--- src/rtl/pc_fetch_sequencer_if.sv ---
// Instruction-memory read port with wait-request handshake.
// The master side is the fetch sequencer and the slave side is the instruction memory.
interface pc_fetch_sequencer_if;
  logic        mem_read;
  logic [31:0] mem_addr;
  logic        mem_waitrequest;
  logic [31:0] mem_readdata;

  modport master (
    output mem_read,
    output mem_addr,
    input  mem_waitrequest,
    input  mem_readdata
  );

  modport slave (
    input  mem_read,
    input  mem_addr,
    output mem_waitrequest,
    output mem_readdata
  );
endinterface

--- src/rtl/pc_fetch_sequencer.sv ---
// Multicycle fetch sequencer: owns the PC, fetches over a wait-request port,
// holds each instruction until the datapath finishes, and orders branch delay slots.
module pc_fetch_sequencer #(
  parameter logic [31:0] RESET_VECTOR = 32'hBFC00000,
  parameter logic [31:0] HALT_ADDR    = 32'h00000000
) (
  input  logic                        clk,
  input  logic                        rst,
  pc_fetch_sequencer_if.master        mem,
  output logic [31:0]                 instr,
  output logic                        instr_valid,
  input  logic                        exec_done,
  input  logic                        br_taken,
  input  logic [31:0]                 br_target,
  output logic [31:0]                 pc,
  output logic                        active
);

  typedef enum logic [1:0] {
    FETCH,
    EXEC,
    HALT
  } state_t;

  state_t      state;
  logic        read_q;
  logic        pend_valid;
  logic [31:0] pend_target;
  logic        unused_target_bits;

  assign unused_target_bits = ^br_target[1:0];

  // The request is held in a register; reset gates it off combinationally so no fetch leaks out during rst.
  assign mem.mem_read = read_q & ~rst;
  assign mem.mem_addr = pc;

  always_ff @(posedge clk) begin
    if (rst) begin
      state       <= FETCH;
      pc          <= RESET_VECTOR;
      instr       <= 32'h0;
      pend_valid  <= 1'b0;
      pend_target <= 32'h0;
      read_q      <= 1'b1;
      instr_valid <= 1'b0;
      active      <= 1'b1;
    end else begin
      case (state)
        FETCH: begin
          if (!mem.mem_waitrequest) begin
            instr       <= mem.mem_readdata;
            state       <= EXEC;
            read_q      <= 1'b0;
            instr_valid <= 1'b1;
          end
        end
        EXEC: begin
          if (exec_done) begin
            instr_valid <= 1'b0;
            if (pend_valid) begin
              // Delay slot retiring: take the pending redirect and ignore this instruction's own br_taken.
              pc         <= pend_target;
              pend_valid <= 1'b0;
              if (pend_target == HALT_ADDR) begin
                state  <= HALT;
                read_q <= 1'b0;
                active <= 1'b0;
              end else begin
                state  <= FETCH;
                read_q <= 1'b1;
              end
            end else begin
              pc     <= pc + 32'd4;
              state  <= FETCH;
              read_q <= 1'b1;
              if (br_taken) begin
                pend_valid  <= 1'b1;
                pend_target <= {br_target[31:2], 2'b00};
              end
            end
          end
        end
        HALT: begin
          read_q      <= 1'b0;
          instr_valid <= 1'b0;
          active      <= 1'b0;
        end
        default: begin
          state  <= FETCH;
          read_q <= 1'b1;
        end
      endcase
    end
  end

endmodule

--- src/flat_wrapper.sv ---
// flat-port wrapper written by rule: the top's interface ports become plain ports
module pc_fetch_sequencer_flat 
#(
  parameter logic [31:0] RESET_VECTOR = 32'hBFC00000,
  parameter logic [31:0] HALT_ADDR    = 32'h00000000
)
  (clk, rst, instr, instr_valid, exec_done, br_taken, br_target, pc, active, mem_mem_read, mem_mem_addr, mem_mem_waitrequest, mem_mem_readdata);
  pc_fetch_sequencer_if mem_i ();
  input  logic clk;
  input  logic rst;
  output logic [31:0] instr;
  output logic instr_valid;
  input  logic exec_done;
  input  logic br_taken;
  input  logic [31:0] br_target;
  output logic [31:0] pc;
  output logic active;
  output wire logic [$bits(mem_i.mem_read)-1:0] mem_mem_read;
  output wire logic [$bits(mem_i.mem_addr)-1:0] mem_mem_addr;
  input wire logic [$bits(mem_i.mem_waitrequest)-1:0] mem_mem_waitrequest;
  input wire logic [$bits(mem_i.mem_readdata)-1:0] mem_mem_readdata;
  assign mem_mem_read = mem_i.mem_read;
  assign mem_mem_addr = mem_i.mem_addr;
  assign mem_i.mem_waitrequest = mem_mem_waitrequest;
  assign mem_i.mem_readdata = mem_mem_readdata;
  pc_fetch_sequencer #(.RESET_VECTOR(RESET_VECTOR), .HALT_ADDR(HALT_ADDR)) u_core (.clk(clk), .rst(rst), .mem(mem_i), .instr(instr), .instr_valid(instr_valid), .exec_done(exec_done), .br_taken(br_taken), .br_target(br_target), .pc(pc), .active(active));
endmodule
--- config.mk ---
export PLATFORM = sky130hd
export DESIGN_NAME = pc_fetch_sequencer_flat
export DESIGN_NICKNAME = d
export VERILOG_FILES = /design/src/rtl/pc_fetch_sequencer_if.sv /design/src/rtl/pc_fetch_sequencer.sv /design/src/flat_wrapper.sv
export SDC_FILE = /design/constraint.sdc
export NUM_CORES = 1
export LEC_CHECK = 0
export ABC_AREA = 1
export CAP_MARGIN = 0
export CORE_UTILIZATION = 45
export CTS_BUF_LIST = sky130_fd_sc_hd__clkbuf_16
export DETAILED_ROUTE_END_ITERATION = 6
export PLACE_DENSITY = 0.8
export SLEW_MARGIN = 20
export SYNTH_ARGS = -nofsm -noshare
export SYNTH_HDL_FRONTEND = slang
export SYNTH_SLANG_ARGS = --single-unit
--- constraint.sdc ---
create_clock -name clk -period 3.55 [get_ports clk]
set_clock_uncertainty 0.05 [all_clocks]
set_input_delay 0.71 -clock clk [delete_from_list [all_inputs] [get_ports clk]]
set_output_delay 0.71 -clock clk [all_outputs]
set_load 0.01 [all_outputs]
==> reports/qor.csv <==
stage;metric;value;unit
outcome;outcome;finished, final reports clean;
cells_and_area;finalInstanceArea;6660;um^2
logic_synthesis;synthTopCellsByCount;131 x nand2_1, 112 x nor2_1, 98 x dfxtp_1;
cells_and_area;antenna_cells;0;
power_and_ir_drop;power_density;543;nW/um^2
worst_setup_path;r2r_setup_slack;1500;ps
sta;tns;0;ps
drt;wl_per_cell;13.5;um
clock_tree;clk_pin_slew;60;ps
sta;fin_crit;2630;ps
logic_synthesis;ys_seq_area_share;39.6;%
place;placed_area;6390;um^2
logic_synthesis;yosys.area.top_type;dfxtp_1;
power_and_ir_drop;p_clk_share;23.9;%
clock_tree;clockBufferDepth;2;
drt;vias_per_cell;5.14;
logic_synthesis;synth_most_common_cell;nand2_1;
cells_and_area;nFillCells;967;
worst_setup_path;path_common_cell;clkdlybuf4s50_1;
clock_tree;cts_resized;0;
die;die-area;11400;um^2
clock_tree;cts-root-buf;clkbuf_16;
worst_setup_path;crit_start;rst;
sta;rsz0062_at_grt;no;
worst_setup_path;startpoint_type;primary input;
sta;slew_viol_final;0;
clock_tree;cts_tree;done;
clock_tree;hold_buffers;0;
clock_tree;insertion_delay;340;ps
global_route;antenna_found_initial;0;
worst_setup_path;critPathMaxFanout;2;
place;pre_cts_ws;920;ps
worst_setup_path;slowest_delay;560;ps
logic_synthesis;synth_flop_cell;dfxtp_1;
die;die_w;107;um
logic_synthesis;synthCells;725;
drt;remaining_drc_errors;0;
logic_synthesis;synth_edf_count;0;
drt;ant_nets;0;
global_route;grt_overflow;0;
job;cap_violations;0;
sta;fin_crit_sh;74.1;%
drt;vias;5028;
drt;drtIter0Drc;255;
clock_tree;postCtsSetupBuffers;0;
worst_setup_path;critPathCapture;mem_mem_read;
logic_synthesis;mappedNetlistArea;4950;um^2
worst_setup_path;ff2ff_path_depth;8;
power_and_ir_drop;p_switching;1230;uW
cells_and_area;fin_nets;910;
logic_synthesis;ys_warn_count;0;
drt;routed_wl;13.2;mm
logic_synthesis;synth_top_area_share;39.6;%
worst_setup_path;cp-end-kind;primary output;
logic_synthesis;synthArstFlopShare;0;%
power_and_ir_drop;seqPwrFrac;40.1;%
drt;first_pass_iters;5;
worst_setup_path;critPathRequiredTime;2790;ps
sta;tightest_slew;940;ps
sta;setup_viol_count_final;0;
logic_synthesis;avgSynthCellArea;6.83;um^2
cells_and_area;multi_input_area;2370;um^2
clock_tree;cts.sinks;98;
die;coreArea;10500;um^2
cells_and_area;drive_above_1_share;5.46;%
sta;relSlewSlack;37.3;%
power_and_ir_drop;p_leak;0.00262;uW
power_and_ir_drop;p_int;2380;uW
global_route;grt_pass1_wl;22.1;mm
die;die_h;107;um
logic_synthesis;yosys_register_bits;98;
place;hpwlAfterDp;9.69;mm
logic_synthesis;yosys-top-cells-area;dfxtp_1 40%, nand2_1 9.9%, a21oi_1 8.6%;
clock_tree;cts_max_level;3;
worst_setup_path;cp.arrival;1870;ps
place;io_buffers;161;
worst_setup_path;slowest_stage;clkdlybuf4s50_1;
global_route;grt_max_degree;63;
die;start_util;47.1;%
place;gp_congestion;0.876;
die;ioPinCount;168;
min_path;min_path_type;reg2reg;
sta;finalHoldViolCount;0;
cells_and_area;seqCellArea;1960;um^2
worst_setup_path;r2r-start;u_core.state[0];
power_and_ir_drop;max-vdd-ir-drop;332;uV
cells_and_area;area_delta_synth_final;34.4;%
clock_tree;cts_made_buffers;9;
worst_setup_path;crit_chain;clkdlybuf4s50_1 > nor2_1 > clkdlybuf4s50_1;
power_and_ir_drop;comb_power_share;36.0;%
die;rows;37;
global_route;grt_pass1_vias;4825;
global_route;grt_usage;24.1;%
sta;fmax;380;MHz
logic_synthesis;yosysUniqueCellTypes;34;
sta;layout_setup_ws;919;ps
worst_setup_path;reg2reg_to;u_core.instr[11];
power_and_ir_drop;sw_frac_of_total;34.1;%
worst_setup_path;crit_type;in2out;
[cell type report]
cell class,instances,share of cell area [%]
timing repair buffer,167,24.9
clock buffer,9,3.38
clock inverter,7,0.564
tap,136,2.56
multi-input combinational,498,35.6
inverter,63,3.57
sequential,98,29.5
[flip-flops by register name (all words and copies together) (netlist names)]
register	count
u_core.state	2
u_core.instr	32
u_core.read_q	1
u_core.pend_target	30
u_core.mem.mem_addr	30
u_core.active	1
u_core.pend_valid	1
u_core.instr_valid	1
[per-layer routing]
metal	share of wire (%)	up-vias	global-route usage, %	wire length (um)
met4	1.6	0	9.30	208
met3	10	15	7.05	1320
met1	43	2282	29.8	5680
li1	-	2529	-	-
met5	0	-	0	0
met2	45	202	39.4	6000
[layout by cell type (no fill, tap or decap), drive strengths merged, types with 4 or more instances in the layout]
| cell | Yosys | layout |
|---|---|---|
| a21oi | 88 | 88 |
| nand3 | 30 | 30 |
| nand2 | 135 | 135 |
| buf | 41 | 6 |
| nand4 | 10 | 10 |
| or2 | 10 | 10 |
| o21ai | 81 | 81 |
| clkdlybuf4s50 | 0 | 161 |
| conb | 1 | 4 |
| ha | 4 | 4 |
| inv | 62 | 63 |
| nor2 | 120 | 120 |
| clkinv | 1 | 6 |
| dfxtp | 98 | 98 |
| clkbuf | 28 | 9 |
[cell families (layout without fill, tap and decap cells)]
group	count (synthesis)	in the layout	share of synthesized area, %
and+or+nand+nor	310	310	27.4
buffers and inverters	132	246	12.8
adders and majority gates	4	4	1.01
DFF	98	98	39.6
xor gates and xnor gates	5	5	0.885
other	1	4	0.0757
AOI/OAI and AO/OA	175	175	18.2
[metrics by stage]
step / utilization, % / power [uW] / hold slack (ps) / cells
after floorplan: - / 2210 / 390 / 728
after global placement: 60.8 / 2730 / 384 / 962
final: 63.3 / 3610 / 412 / 978
after CTS: 63.3 / 3640 / 413 / 978
after global routing: 63.3 / 3860 / 454 / 978
after detailed placement: 60.8 / 2770 / 399 / 962
[worst max-delay path, delay by kind of cell]
family / cells / cell delay, ps
AND/OR/NAND/NOR: 1 / 150
buffers and inverters: 2 / 1010
[how the worst min path moves through the flow]
stage	depth (start not counted)	start	to	slack, ps
after floorplan	2	u_core.pend_target[2]	u_core.pend_target[2]	390
after global placement	2	u_core.active	u_core.active	380
after detailed placement	2	u_core.active	u_core.active	400
after CTS	2	u_core.active	u_core.active	410
after global routing	2	u_core.active	u_core.active	450
final	2	u_core.active	u_core.active	410
[power by group through the flow]
stage	Combinational [uW]	Sequential, uW	Clock (uW)
global route	1450	1480	934
finish	1300	1450	865
CTS	1310	1450	884
detailed placement	1300	1470	0
floorplan	695	1510	0
global placement	1270	1460	0
Note: power is estimated with default switching activity, not from simulation.
